### src/rtl/counter_request_cells.sv
// counter_request_cells
// Per-channel plus/minus request cells fed by rising edges of the interface
// pulse lines. A fixed-priority chain (channel 0 highest) picks one pending
// cell and presents it to the counter sequencer. The grant is held until ACK.
// Optional feature macro: COUNTER_CANCEL_EN -- when defined, an opposite
// direction event cancels an ungranted pending count instead of queueing it.
module counter_request_cells #(
    parameter int NCH = 8,
    localparam int CW = (NCH > 1) ? $clog2(NCH) : 1
) (
    input  logic           clk,
    input  logic           rst,
    input  logic [NCH-1:0] PLUS,
    input  logic [NCH-1:0] MINUS,
    input  logic           ACK,
    input  logic           OVCLR,
    output logic           REQ,
    output logic [CW-1:0]  CHAN,
    output logic           DIRP,
    output logic           DIRM,
    output logic [NCH-1:0] PEND,
    output logic [NCH-1:0] OVRUN
);

    localparam logic [0:0] ST_IDLE  = 1'b0;
    localparam logic [0:0] ST_GRANT = 1'b1;

    // Index of the lowest set bit; zero when nothing is set.
    function automatic logic [CW-1:0] first_set(input logic [NCH-1:0] vec);
        logic [CW-1:0] idx;
        idx = {CW{1'b0}};
        for (int i = NCH - 1; i >= 0; i--) begin
            if (vec[i]) begin
                idx = CW'(i);
            end else begin
                idx = idx;
            end
        end
        return idx;
    endfunction

    // Edge-detect history
    logic [NCH-1:0] plus_prev_r;
    logic [NCH-1:0] minus_prev_r;

    // Request cells and flags
    logic [NCH-1:0] p_r;
    logic [NCH-1:0] m_r;
    logic [NCH-1:0] pend_r;
    logic [NCH-1:0] ovrun_r;

    // Grant state
    logic [0:0]     state_r;
    logic           req_r;
    logic [CW-1:0]  chan_r;
    logic           dirp_r;
    logic           dirm_r;

    // Combinational helpers
    logic [NCH-1:0] plus_evt_s;
    logic [NCH-1:0] minus_evt_s;
    logic [NCH-1:0] plus_only_s;
    logic [NCH-1:0] minus_only_s;
    logic           ack_s;
    logic [NCH-1:0] pend_any_s;
    logic           sel_vld_s;
    logic [CW-1:0]  sel_idx_s;
    logic           sel_plus_s;
    logic           taking_s;
    logic [NCH-1:0] gp_s;
    logic [NCH-1:0] gm_s;
    logic [NCH-1:0] clr_p_s;
    logic [NCH-1:0] clr_m_s;
    logic [NCH-1:0] p_nxt_s;
    logic [NCH-1:0] m_nxt_s;
    logic [NCH-1:0] ov_set_s;
    logic [NCH-1:0] ov_nxt_s;

    // Count events, acknowledge qualification and priority selection.
    always_comb begin
        plus_evt_s   = PLUS & ~plus_prev_r;
        minus_evt_s  = MINUS & ~minus_prev_r;
        // Opposing events in the same cycle cancel each other outright.
        plus_only_s  = plus_evt_s & ~minus_evt_s;
        minus_only_s = minus_evt_s & ~plus_evt_s;
        // An ACK without a presented grant has nothing to acknowledge.
        ack_s        = ACK & (state_r == ST_GRANT);
        pend_any_s   = p_r | m_r;
        sel_vld_s    = |pend_any_s;
        sel_idx_s    = first_set(pend_any_s);
        // Plus is served before minus when both are pending on a channel.
        sel_plus_s   = p_r[sel_idx_s];
        taking_s     = (state_r == ST_IDLE) & sel_vld_s;
    end

    // Which cell bits are granted (held or being latched this cycle); these are
    // protected from cancellation and are the ones an ACK clears.
    always_comb begin
        gp_s = {NCH{1'b0}};
        gm_s = {NCH{1'b0}};
        for (int i = 0; i < NCH; i++) begin
            gp_s[i] = ((state_r == ST_GRANT) & (chan_r == CW'(i)) & dirp_r) |
                      (taking_s & (sel_idx_s == CW'(i)) & sel_plus_s);
            gm_s[i] = ((state_r == ST_GRANT) & (chan_r == CW'(i)) & dirm_r) |
                      (taking_s & (sel_idx_s == CW'(i)) & ~sel_plus_s);
        end
        clr_p_s = {NCH{ack_s}} & gp_s;
        clr_m_s = {NCH{ack_s}} & gm_s;
    end

    // Next pending bits and overrun detection; a new event beats a same-cycle clear.
    always_comb begin
        p_nxt_s  = p_r;
        m_nxt_s  = m_r;
        ov_set_s = {NCH{1'b0}};
        for (int i = 0; i < NCH; i++) begin
            if (clr_p_s[i]) begin
                p_nxt_s[i] = 1'b0;
            end else begin
                p_nxt_s[i] = p_r[i];
            end
            if (clr_m_s[i]) begin
                m_nxt_s[i] = 1'b0;
            end else begin
                m_nxt_s[i] = m_r[i];
            end
`ifdef COUNTER_CANCEL_EN
            if (plus_only_s[i] && m_r[i] && !gm_s[i]) begin
                // Net-zero pair: drop the waiting minus, never queue the plus.
                m_nxt_s[i] = 1'b0;
            end else if (plus_only_s[i]) begin
                ov_set_s[i] = p_r[i] & ~clr_p_s[i];
                p_nxt_s[i]  = 1'b1;
            end else if (minus_only_s[i] && p_r[i] && !gp_s[i]) begin
                p_nxt_s[i] = 1'b0;
            end else if (minus_only_s[i]) begin
                ov_set_s[i] = m_r[i] & ~clr_m_s[i];
                m_nxt_s[i]  = 1'b1;
            end else begin
                ov_set_s[i] = 1'b0;
            end
`else
            if (plus_only_s[i]) begin
                ov_set_s[i] = p_r[i] & ~clr_p_s[i];
                p_nxt_s[i]  = 1'b1;
            end else begin
                p_nxt_s[i] = p_nxt_s[i];
            end
            if (minus_only_s[i]) begin
                ov_set_s[i] = ov_set_s[i] | (m_r[i] & ~clr_m_s[i]);
                m_nxt_s[i]  = 1'b1;
            end else begin
                m_nxt_s[i] = m_nxt_s[i];
            end
`endif
        end
        // A fresh overrun outlasts a simultaneous clear.
        ov_nxt_s = ov_set_s | (ovrun_r & ~{NCH{OVCLR}});
    end

    // Edge history, request cells, pending monitor and overrun flags.
    always_ff @(posedge clk or posedge rst) begin
        if (rst) begin
            plus_prev_r  <= {NCH{1'b0}};
            minus_prev_r <= {NCH{1'b0}};
            p_r          <= {NCH{1'b0}};
            m_r          <= {NCH{1'b0}};
            pend_r       <= {NCH{1'b0}};
            ovrun_r      <= {NCH{1'b0}};
        end else begin
            plus_prev_r  <= PLUS;
            minus_prev_r <= MINUS;
            p_r          <= p_nxt_s;
            m_r          <= m_nxt_s;
            pend_r       <= p_nxt_s | m_nxt_s;
            ovrun_r      <= ov_nxt_s;
        end
    end

    // Grant FSM: latch the highest-priority cell and hold it until acknowledged.
    always_ff @(posedge clk or posedge rst) begin
        if (rst) begin
            state_r <= ST_IDLE;
            req_r   <= 1'b0;
            chan_r  <= {CW{1'b0}};
            dirp_r  <= 1'b0;
            dirm_r  <= 1'b0;
        end else begin
            case (state_r)
                ST_IDLE: begin
                    if (sel_vld_s) begin
                        state_r <= ST_GRANT;
                        req_r   <= 1'b1;
                        chan_r  <= sel_idx_s;
                        dirp_r  <= sel_plus_s;
                        dirm_r  <= ~sel_plus_s;
                    end else begin
                        state_r <= ST_IDLE;
                        req_r   <= 1'b0;
                        chan_r  <= chan_r;
                        dirp_r  <= 1'b0;
                        dirm_r  <= 1'b0;
                    end
                end
                ST_GRANT: begin
                    if (ack_s) begin
                        state_r <= ST_IDLE;
                        req_r   <= 1'b0;
                        chan_r  <= chan_r;
                        dirp_r  <= 1'b0;
                        dirm_r  <= 1'b0;
                    end else begin
                        state_r <= ST_GRANT;
                        req_r   <= 1'b1;
                        chan_r  <= chan_r;
                        dirp_r  <= dirp_r;
                        dirm_r  <= dirm_r;
                    end
                end
                default: begin
                    state_r <= ST_IDLE;
                    req_r   <= 1'b0;
                    chan_r  <= {CW{1'b0}};
                    dirp_r  <= 1'b0;
                    dirm_r  <= 1'b0;
                end
            endcase
        end
    end

    assign REQ   = req_r;
    assign CHAN  = chan_r;
    assign DIRP  = dirp_r;
    assign DIRM  = dirm_r;
    assign PEND  = pend_r;
    assign OVRUN = ovrun_r;

endmodule

### config.mk
export PLATFORM = sky130hd
export DESIGN_NAME = counter_request_cells
export DESIGN_NICKNAME = d
export VERILOG_FILES = /design/src/rtl/counter_request_cells.sv
export SDC_FILE = /design/constraint.sdc
export NUM_CORES = 1
export LEC_CHECK = 0
export CORE_ASPECT_RATIO = 0.7
export CORE_UTILIZATION = 55
export DETAILED_ROUTE_END_ITERATION = 10
export GPL_TIMING_DRIVEN = 0
export HOLD_SLACK_MARGIN = 0.08
export PLACE_DENSITY = 0.92
export SYNTH_ARGS = -nofsm -noshare
export SYNTH_HDL_FRONTEND = slang
export SYNTH_SLANG_ARGS = --single-unit
### constraint.sdc
create_clock -name clk -period 3.7 [get_ports clk]
set_clock_uncertainty 0.1 [all_clocks]
set_input_delay 0.74 -clock clk [delete_from_list [all_inputs] [get_ports clk]]
set_output_delay 0.74 -clock clk [all_outputs]
set_load 0.005 [all_outputs]
; ---- Yosys cells after proc, flatten, opt, wreduce, memory -nomap -nowiden
; Cells that the tools add are included.
[op_classes]
addsub = 0
mul = 0
n_div = 0
magnitude_cmp = 1
eq_ne = 16
shifts = 0
mux = 68
n_bitwise = 123
n_reduce_logical = 4
[ops]
columns = operator, count
row1 = $and A1 B1 Y1, 66
row2 = $and A8 B8 Y8, 7
row3 = $mux W1, 54
row4 = $not A8 Y8, 5
row5 = $mux W3, 10
row6 = $eq A3 B3 Y1 const B, 8
row7 = $or A1 B1 Y1, 24
row8 = $or A8 B8 Y8, 3
row9 = $not A1 Y1, 18
row10 = $eq A3 B2 Y1 const B, 4
row11 = $reduce_or A8 Y1, 1
row12 = $eq A3 B1 Y1 const B, 2
row13 = $logic_not A3 Y1, 2
row14 = $pmux W1 S2, 3
row15 = $lt A3 B4 Y1 const B, 1
row16 = $bmux W1 S3, 1
row17 = $ne A2 B1 Y1 const B, 1
row18 = $ne A2 B2 Y1 const B, 1
row19 = $reduce_and A2 Y1, 1
[totals]
reg_bits = 54
latchBits = 0
ram_bits = 0
rom_bits = 0
output_inout_bits = 22
wordCells = 222
memories = 0

; ---- Depth between registers and ports, before layout
; Gate-level depths: netlist of run 1.
[depth]
word_depth = 20
depth_mapped = 6

; ---- Least setup slack after synthesis of run 1
; OpenSTA, ideal clock, no wires.
[synth_timing]
path_type = in2reg
from = input port ACK
to = register ovrun_r[5], in the netlist OVRUN[5]
setup_time_ps = 118
t_arrival_ps = 1563
required_time_ps = 3482
setup_slack_ps = 1919
path_stages = 5
path_buffers = 1
path_cell_list = clkbuf_2 nand4b_1 o21ai_0 o22ai_1 a21o_1
[synth_between]
elab_chain_cells = 8
word_cells_on_any_way = 11
cone_classes = mux (2) / bitwise (9)
[synth_lines]
columns = element, line_no
row1 = "start, declared", 15  ; input logic ACK,
row2 = $and A1 B1 Y1 (*), 87  ; ack_s = ACK & (state_r == ST_GRANT);
row3 = $and A8 B8 Y8, 107  ; clr_p_s = {NCH{ack_s}} & gp_s;
row4 = $not A1 Y1, 144  ; ov_set_s[i] = p_r[i] & ~clr_p_s[i];
row5 = $and A1 B1 Y1, 144
row6 = $mux W1, 143  ; if (plus_only_s[i]) begin
row7 = $or A1 B1 Y1, 150  ; ov_set_s[i] = ov_set_s[i] | (m_r[i] & ~clr_m_s[i]);
row8 = $mux W1 (*), 149  ; if (minus_only_s[i]) begin
row9 = $or A8 B8 Y8 (*), 158  ; ov_nxt_s = ov_set_s | (ovrun_r & ~{NCH{OVCLR}});
row10 = via ov_nxt_s[5], 77  ; logic [NCH-1:0] ov_nxt_s;
row11 = "end signal, assigned", 169  ; ovrun_r <= {NCH{1'b0}};
row12 = "end signal, assigned", 176  ; ovrun_r <= ov_nxt_s;
row13 = "end, declared", 50  ; logic [NCH-1:0] ovrun_r;
; The timed path passes the listed nets; every way through them passes the cells marked *.
; A chain may end at the register's enable or synchronous reset.

; ---- Worst setup path after layout of run 1
[layout_timing]
from = register chan_r[1], in the netlist CHAN[1]
to = output port CHAN[1]
[layout_rtl]
columns = element, line_no
row1 = "start, declared", 55  ; logic [CW-1:0] chan_r;
row2 = "start signal, assigned", 185  ; chan_r <= {CW{1'b0}};
row3 = "start signal, assigned", 194  ; chan_r <= sel_idx_s;
row4 = "start signal, assigned", 200  ; chan_r <= chan_r;
row5 = "end, declared", 18  ; output logic [CW-1:0] CHAN,
; No word-level cell between the ends.

==> reports/summary.txt, run 1 <==
Status: completed
CP Cell Sequence: clkdlybuf4s50_1
Die ar.: 4300 µm²
Final #Nets: 271
CTS tree: done
Hold path depth: 1
RSZ-0062 raised after global routing: no
Worst r2r path cells: 6
Cts repair resizes: 0
Async set-reset flop share out of synthesis: 100%
CTS Buffer Depth: 2
Worst EP arrival: 1.27 ns
Core ar.: 3690 µm²
Pre-Repair DR Iteration Count: 4
Clk root buf: clkbuf_8
Synth top area share: 60.8%
Vias in the first global route: 1617
Crit path largest cell delay: 0.53 ns
Clock slew at reported path FFs: 0.09 ns
Share of layout cells above drive strength 1: 7.54%
Max cap viols: 0
Post-synth EDFFs: 0
Cell taking the most area after synthesis: dfrtp_1
Tmin final: 2.11 ns
Hold Fails Final Rpt: 0
Rows: 18
Top cells by area, synth: dfrtp_1 (61%), a21o_1 (5.1%), nand2_1 (4.1%)
Top_reg_cell synth: dfrtp_1
Reg area: 1350 µm²
ANT nets after route: 0
Via-to-Cell Ratio: 5.66
Yosys cell types: 32
H-tree level count: 2
Pwr per Cell Area: 514 nW/µm²
GRT Util Overall: 24.0%
CP startpoint kind: flip-flop
Die X: 78.0 µm
Vias post-DR: 1708
Required time of the critical path: 2.86 ns
Mapped cell area: 2220 µm²
Slew headroom: 73.5%
Initial antenna violation count: 0
Fill count: 266
DRC: 0
Seq/Total Area, Yosys: 60.8%
Routability cong.: 0.859
Post-route setup TNS: 0 ns
CTS buffer count: 5
Inserted Diodes: 0
Initial Utilization: 60.2%
#FFs+latches synth: 54
Hold Buf Count CTS: 0
Ys Warns: 0
R2r startpoint: p_r[3]
Slowest CP cell: clkdlybuf4s50_1
Actual slew at the worst max-slew pin: 0.394 ns
Mapped Nets: 223
Top Family by Delay on Critical Path: buffers and inverters
Layout area overhead: 25.6%
End of the worst register-to-register path: DIRP
PnR worst setup slack: 1.59 ns
Worst Hold Class: flip-flop to flip-flop
Dpl ws: 1.59 ns
Reg2reg setup slack: 1.86 ns
Synth Instances: 203
Avg Cell Area, Syn: 10.9 µm²
Leak Pwr: 0.00114 µW
Total grt overflow: 0
Most common cell after layout, fill and taps aside: dfrtp_1
Peak supply drop: 0.366 mV
Iter 0 DRT Violations: 100
Routed WL: 4430 µm
Largest net degree at the start of global routing: 45
Port buffer count: 40
CP endpoint kind: primary output
Sink Count: 54
Final setup fails: 0
Hold Crit Endpoint: OVRUN[2]
Commonest non-fill, non-tap cells in the layout: dfrtp_1 (54), clkdlybuf4s50_1 (40), nand2_1 (24), o21ai_0 (17), a21o_1 (15)
Largest fanout on the critical path: 6
First-pass GRT wire length: 7460 µm
Hold Crit Start: OVRUN[2]
Die Ht: 55.2 µm
Clk_lat worst skew: 0.31 ns
Critical path class: flip-flop to primary output
I/O pin count: 42
WL/cell: 14.7 µm
Buf+Inv Stages, Crit Path: 1
Fin crit share: 57.1%
Post-DP HPWL: 3260 µm
Fin. max-slew vios: 0
Fmax: 0.473 GHz
Post-CTS setup buffers: 0
Multi-input gate area: 812 µm²
-- state kept, by name (all words and copies together), names as in the netlist --
| signal | flops |
|---|---|
| OVRUN | 8 |
| PEND | 8 |
| m_r | 8 |
| minus_prev_r | 8 |
| p_r | 8 |
| plus_prev_r | 8 |
| CHAN | 3 |
| DIRM | 1 |
| DIRP | 1 |
| REQ | 1 |
-- worst max-delay path by stage --
stage	to	start	depth (start not counted)	slack [ns]
6_report	CHAN[1]	CHAN[1]	1	1.59
5_1_grt	CHAN[1]	CHAN[1]	1	1.52
4_1_cts	CHAN[1]	CHAN[1]	1	1.57
3_5_place_dp	PEND[0]	PLUS[0]	5	1.59
3_3_place_gp	OVRUN[0]	rst	2	0.69
2_1_floorplan	CHAN[0]	rst	1	1.55
-- power by group --
group          leakage [µW]  internal (µW)  switching (µW)  total (µW)
registers          0.000569            671            83.4         755
clock network     0.0000452            134             182         315
logic              0.000529            185             179         364
total               0.00114            989             444        1430
-- synth_stat cells, drive strengths merged, types with 3 or more instances --
library cell  count
a21oi             6
nand2b           10
inv              13
a21o             15
nand3            11
nor2             11
o21a              3
nand2            25
o22ai             7
nor4              4
dfrtp            54
nand4             9
o21ai            18
-- per-layer routing --
metal	wire (µm)	vias up	share of wire, %	track usage (%)
met2	2050	67	46	40.0
li1	-	820	-	-
met5	0	-	0	0
met1	1960	813	44	31.6
met3	334	8	7.5	5.41
met4	89	0	2.0	9.88
-- layout make-up --
class                           instances  share of cell area, %
Sequential cell                        54                   48.4
Multi-Input combinational cell        134                   29.1
Timing Repair Buffer                   41                   15.1
Clock buffer                            6                   2.60
Tap cell                               50                   2.24
Inverter                               13                   1.75
Clock inverter                          2                  0.493
Buffer                                  2                  0.359
-- cells by family (layout without fill, tap and decap cells) --
| kind of cell | after synthesis | after routing | share of synthesized area (%) |
|---|---|---|---|
| DFF | 54 | 54 | 60.8 |
| AOI/OAI and AO/OA | 58 | 58 | 17.6 |
| and+or+nand+nor | 75 | 75 | 18.5 |
| buffers and inverters | 15 | 64 | 2.65 |
| muxes | 1 | 1 | 0.450 |
-- per-stage QoR --
| stage | total power, µW | util (%) | std cells | hold WS (ns) | instance area (µm²) |
|---|---|---|---|---|---|
| floorplan | 947 | - | 203 | 0.374 | 2220 |
| global placement | 1110 | 72.7 | 293 | 0.367 | 2690 |
| detailed placement | 1130 | 73.2 | 294 | 0.375 | 2710 |
| CTS | 1440 | 75.6 | 302 | 0.401 | 2790 |
| global route | 1520 | 75.6 | 302 | 0.412 | 2790 |
| finish | 1430 | 75.6 | 302 | 0.394 | 2790 |
(Power assumes the default switching activity.)
==> run 2: changes to the inputs <==
--- a/config.mk
+++ b/config.mk
@@ -6,11 +6,11 @@
 export NUM_CORES = 1
 export LEC_CHECK = 0
 export CORE_ASPECT_RATIO = 0.7
-export CORE_UTILIZATION = 55
+export CORE_UTILIZATION = 51
 export DETAILED_ROUTE_END_ITERATION = 10
 export GPL_TIMING_DRIVEN = 0
 export HOLD_SLACK_MARGIN = 0.08
-export PLACE_DENSITY = 0.92
+export PLACE_DENSITY = 0.86
 export SYNTH_ARGS = -nofsm -noshare
 export SYNTH_HDL_FRONTEND = slang
 export SYNTH_SLANG_ARGS = --single-unit
==> constraint.sdc (replaced) <==
create_clock -name clk -period 2 [get_ports clk]
set_clock_uncertainty 0.1 [all_clocks]
set_input_delay 0.4 -clock clk [delete_from_list [all_inputs] [get_ports clk]]
set_output_delay 0.4 -clock clk [all_outputs]
set_load 0.005 [all_outputs]
==> run 2 against run 1 <==
Net effect: critical path depth rose by 5; die area increased by 7.6%; worst hold slack got worse by 0.19 ns; sequential share of layout area fell by 0.19 points; via count down 1.8%; count of clock-buffer cells in the layout unchanged; register-to-register slack worse by 1.7 ns; critical path type is now flip-flop to flip-flop; largest power group unchanged.
==> reports/summary.txt, run 2 (same netlist as run 1, synthesis figures left out) <==
Status: completed
WL/cell: 14.3 µm
Sink Count: 54
Clock power frac: 23.3%
CP endpoint kind: flip-flop
Switching Fraction: 30.8%
CP startpoint: p_r[3]
Routed WL: 4340 µm
Tmin final: 1.84 ns
Vias in the first global route: 1603
Max cap viols: 0
Total grt overflow: 0
CTS buffer count: 5
Post-DP HPWL: 3220 µm
Largest net degree at the start of global routing: 47
Pre-Repair DR Iteration Count: 4
Pwr per Cell Area: 960 nW/µm²
ANT nets after route: 0
CP Depth: 6
Initial Utilization: 55.0%
Die X: 80.9 µm
Rows: 19
Vias post-DR: 1678
WHS: 0.206 ns
Fin util: 69.3%
Most common cell after layout, fill and taps aside: dfrtp_1
H-tree level count: 2
CP Cell Sequence: nor4_1 -> o31a_1 -> o32ai_2 -> mux2i_1 -> o22a_1 -> a22o_1
Crit path largest cell delay: 0.45 ns
Inserted Diodes: 0
Critical path class: flip-flop to flip-flop
Worst EP arrival: 1.94 ns
Placed cell area: 2710 µm²
Slew headroom: 75.2%
Switching pwr: 829 µW
Required time of the critical path: 2.11 ns
Fin crit share: 91.8%
Hold Fails Final Rpt: 0
Peak supply drop: 0.643 mV
Internal power: 1860 µW
RSZ-0062 raised after global routing: no
Via-to-Cell Ratio: 5.52
Actual slew at the worst max-slew pin: 0.368 ns
Leak Pwr: 0.00114 µW
Routability cong.: 0.897
Layout area overhead: 26.1%
CTS Buffer Depth: 2
Final setup fails: 0
End of the worst register-to-register path: DIRP
Sequential power share: 51.8%
Post-CTS setup buffers: 0
Clk_lat worst skew: 0.31 ns
GRT Util Overall: 21.7%
Critical Path End: DIRP
Die ar.: 4630 µm²
Port buffer count: 40
R2r startpoint: p_r[3]
Total Power: 2690 µW
Clk root buf: clkbuf_8
Post-route setup TNS: 0 ns
Comb pwr share: 24.9%
Top Family by Delay on Critical Path: compound AO/OA/AOI/OAI gates
Clock slew at reported path FFs: 0.09 ns
Worst r2r path cells: 6
CTS tree: done
Share of layout cells above drive strength 1: 7.94%
DRC: 0
CP startpoint kind: flip-flop
Final #Nets: 271
Fmax: 0.545 GHz
First-pass GRT wire length: 7360 µm
I/O pin count: 42
Final Cell Area: 2800 µm²
Slowest CP cell: dfrtp_1
Fin. max-slew vios: 0
Die Ht: 57.2 µm
Buf+Inv Stages, Crit Path: 0
Reg2reg setup slack: 0.16 ns
Worst Hold Class: input port to asynchronous set/reset pin
Initial antenna violation count: 0
Commonest non-fill, non-tap cells in the layout: dfrtp_1 (54), clkdlybuf4s50_1 (40), nand2_1 (24), o21ai_0 (17), a21o_1 (15)
Largest fanout on the critical path: 5
Iter 0 DRT Violations: 124
Cts repair resizes: 0
Hold Buf Count CTS: 0
Core ar.: 4040 µm²
==> run 2: area by class of cell <==
class                           count  area, µm²
Clock inverter                      2       12.5
Multi-Input combinational cell    134        812
Sequential cell                    54       1350
Clock buffer                        6       82.6
Timing Repair Buffer               41        420
Tap cell                           52       65.1
Fill cell                         334       1240
Buffer                              2       10.0
Inverter                           13       48.8
==> run 2: per-layer routing <==
| metal | share of wire (%) | up-vias | global-route usage [%] | routed length (µm) |
|---|---|---|---|---|
| li1 | - | 819 | - | - |
| met2 | 44 | 50 | 32.2 | 1930 |
| met1 | 49 | 801 | 31.2 | 2110 |
| met4 | 1.6 | 0 | 7.65 | 70 |
| met5 | 0 | - | 0 | 0 |
| met3 | 5.3 | 8 | 5.60 | 230 |
==> run 2: worst min path at each step <==
stage | start | endpoint | slack [ns] | cells after the start
4_1_cts | rst | OVRUN[5] | 0.21 | 2
3_5_place_dp | OVRUN[2] | OVRUN[2] | 0.37 | 1
5_1_grt | rst | PEND[2] | 0.24 | 2
3_3_place_gp | OVRUN[6] | OVRUN[6] | 0.37 | 1
6_report | rst | OVRUN[5] | 0.21 | 2
2_1_floorplan | MINUS[0] | minus_prev_r[0] | 0.33 | 0
==> run 2: power by group through the flow <==
stage / Clock [µW] / Combinational (µW) / Sequential [µW]
2_1_floorplan: 0 / 359 / 1390
3_3_place_gp: 0 / 649 / 1410
3_5_place_dp: 0 / 668 / 1410
4_1_cts: 639 / 672 / 1390
5_1_grt: 680 / 746 / 1420
6_report: 628 / 669 / 1390
==> run 2: through the flow <==
| stage | cells | setup slack [ns] |
|---|---|---|
| final | 304 | 0.165 |
| after global placement | 295 | -0.697 |
| after detailed placement | 296 | 0.209 |
| after floorplan | 203 | 0.185 |
| after global routing | 304 | 0.00577 |
| after CTS | 304 | 0.167 |
==> run 3: changes to the inputs <==
--- a/config.mk
+++ b/config.mk
@@ -10,6 +10,7 @@
 export DETAILED_ROUTE_END_ITERATION = 10
 export GPL_TIMING_DRIVEN = 0
 export HOLD_SLACK_MARGIN = 0.08
+export MAX_ROUTING_LAYER = met4
 export PLACE_DENSITY = 0.86
 export SYNTH_ARGS = -nofsm -noshare
 export SYNTH_HDL_FRONTEND = slang
==> run 3 against run 2 <==
Net effect: sequential power about the same; utilization down 0.22 points; flip-flop and latch count unchanged; routed wire length up 3.2%; total power down 1.7%; sequential share of layout area up 0.15 points; worst hold slack better by 0.097 ns; critical path type unchanged.
==> reports/summary.txt, run 3 (same netlist as run 1, synthesis figures left out) <==
Largest net degree at the start of global routing: 30
Fill count: 331
Slowest CP cell: dfrtp_1
Number of instances in the placed design: 296
WL/cell: 14.8 µm
Reg area: 1350 µm²
Core ar.: 4040 µm²
Most common cell after layout, fill and taps aside: dfrtp_1
Top Family by Delay on Critical Path: compound AO/OA/AOI/OAI gates
Actual slew at the worst max-slew pin: 0.554 ns
RSZ-0062 raised after global routing: no
Inserted Diodes: 0
First-pass GRT wire length: 7510 µm
Vias in the first global route: 1649
CTS tree: done
Rows: 19
Fin crit share: 91.9%
CP startpoint kind: flip-flop
CP Depth: 6
Largest fanout on the critical path: 4
Die X: 80.9 µm
Hold path depth: 2
Worst r2r path cells: 6
Final setup fails: 0
PnR worst setup slack: 0.161 ns
Via-to-Cell Ratio: 5.65
Slew headroom: 63.0%
Hold Fails Final Rpt: 0
Crit path largest cell delay: 0.44 ns
Post-DP HPWL: 3430 µm
ANT nets after route: 0
Die ar.: 4630 µm²
Clk_lat worst skew: 0.31 ns
Initial Utilization: 55.0%
Post-CTS setup buffers: 0
Buf+Inv Stages, Crit Path: 0
I/O pin count: 42
Vias post-DR: 1711
CP endpoint kind: flip-flop
Worst Hold Class: input port to flip-flop
H-tree level count: 2
Required time of the critical path: 2.10 ns
Post-route setup TNS: 0 ns
Initial antenna violation count: 0
Critical path class: flip-flop to flip-flop
Peak supply drop: 0.670 mV
Port buffer count: 40
Routed WL: 4480 µm
Total Power: 2640 µW
Multi-input gate area: 818 µm²
Layout area overhead: 25.7%
Max cap viols: 0
Pwr per Cell Area: 946 nW/µm²
Final Cell Area: 2790 µm²
GRT Util Overall: 23.2%
Clk root buf: clkbuf_8
Worst EP arrival: 1.93 ns
Clock slew at reported path FFs: 0.09 ns
DRC: 0
Post-Layout Cell Count: 303
Final #Nets: 271
Commonest non-fill, non-tap cells in the layout: dfrtp_1 (54), clkdlybuf4s50_1 (40), nand2_1 (24), o21ai_0 (17), a21o_1 (15)
Die Ht: 57.2 µm
CTS Buffer Depth: 2
Status: completed
Fin. max-slew vios: 0
CTS buffer count: 5
Total grt overflow: 0
Tmin final: 1.84 ns
Pre-Repair DR Iteration Count: 4
CP Cell Sequence: nor4_2 -> o31a_1 -> o32ai_2 -> mux2i_1 -> o22a_1 -> a22o_1
Iter 0 DRT Violations: 109
Fmax: 0.544 GHz
Share of layout cells above drive strength 1: 7.57%
Sink Count: 54
Leak Pwr: 0.00114 µW
Routability cong.: 0.896
Dpl ws: 0.180 ns
Placed cell area: 2710 µm²
## run 3: path summary, 6_finish.rpt
kind	end	start	slack, ns
max in group asynchronous	m_r[0]	rst	0.90
hold reg to reg	OVRUN[4]	OVRUN[4]	0.39
setup reg to reg	DIRP	m_r[3]	0.16
setup / recovery	DIRP	m_r[3]	0.16
min in group asynchronous	OVRUN[6]	rst	0.35
hold / removal	REQ	ACK	0.30
## run 3: per-stage QoR
step           utilization (%)  hold WS, ns
2_1_floorplan                -        0.331
3_3_place_gp              66.5        0.369
3_5_place_dp              67.0        0.371
4_1_cts                   69.0        0.292
5_1_grt                   69.1        0.338
6_report                  69.1        0.302
## run 3: per-layer routing
metal | global-route usage, % | part of all wire, %
met1 | 30.2 | 47
met2 | 35.7 | 45
met3 | 5.60 | 6.4
met4 | 8.16 | 1.6
met5 | - | 0
## run 3: cell type report
type                       count  share of cell area, %
sequential                    54                   48.4
multi-input combinational    134                   29.3
timing repair buffer          41                   15.0
clock buffer                   6                   2.60
tap                           52                   2.33
inverter                      13                   1.75
buffer                         2                  0.358
clock inverter                 1                  0.269
## run 3: worst reg2reg max path: stages, from the launching register on
cell and delay [ns]:
dfrtp_1 0.44, nor4_2 0.29, o31a_1 0.22, o32ai_2 0.12
mux2i_1 0.14, o22a_1 0.21, a22o_1 0.20
## run 3: repair_timing
action,CTS,global route
gates resized for setup,0,1
hold buffers,0,0
endpoints found under the setup margin,0,1
## run 3: power by group
group	switching [µW]	leakage [µW]	internal, µW
Clock	332	0.0000373	241
Sequential	152	0.000569	1240
Combinational	336	0.000529	342
Total	820	0.00114	1820
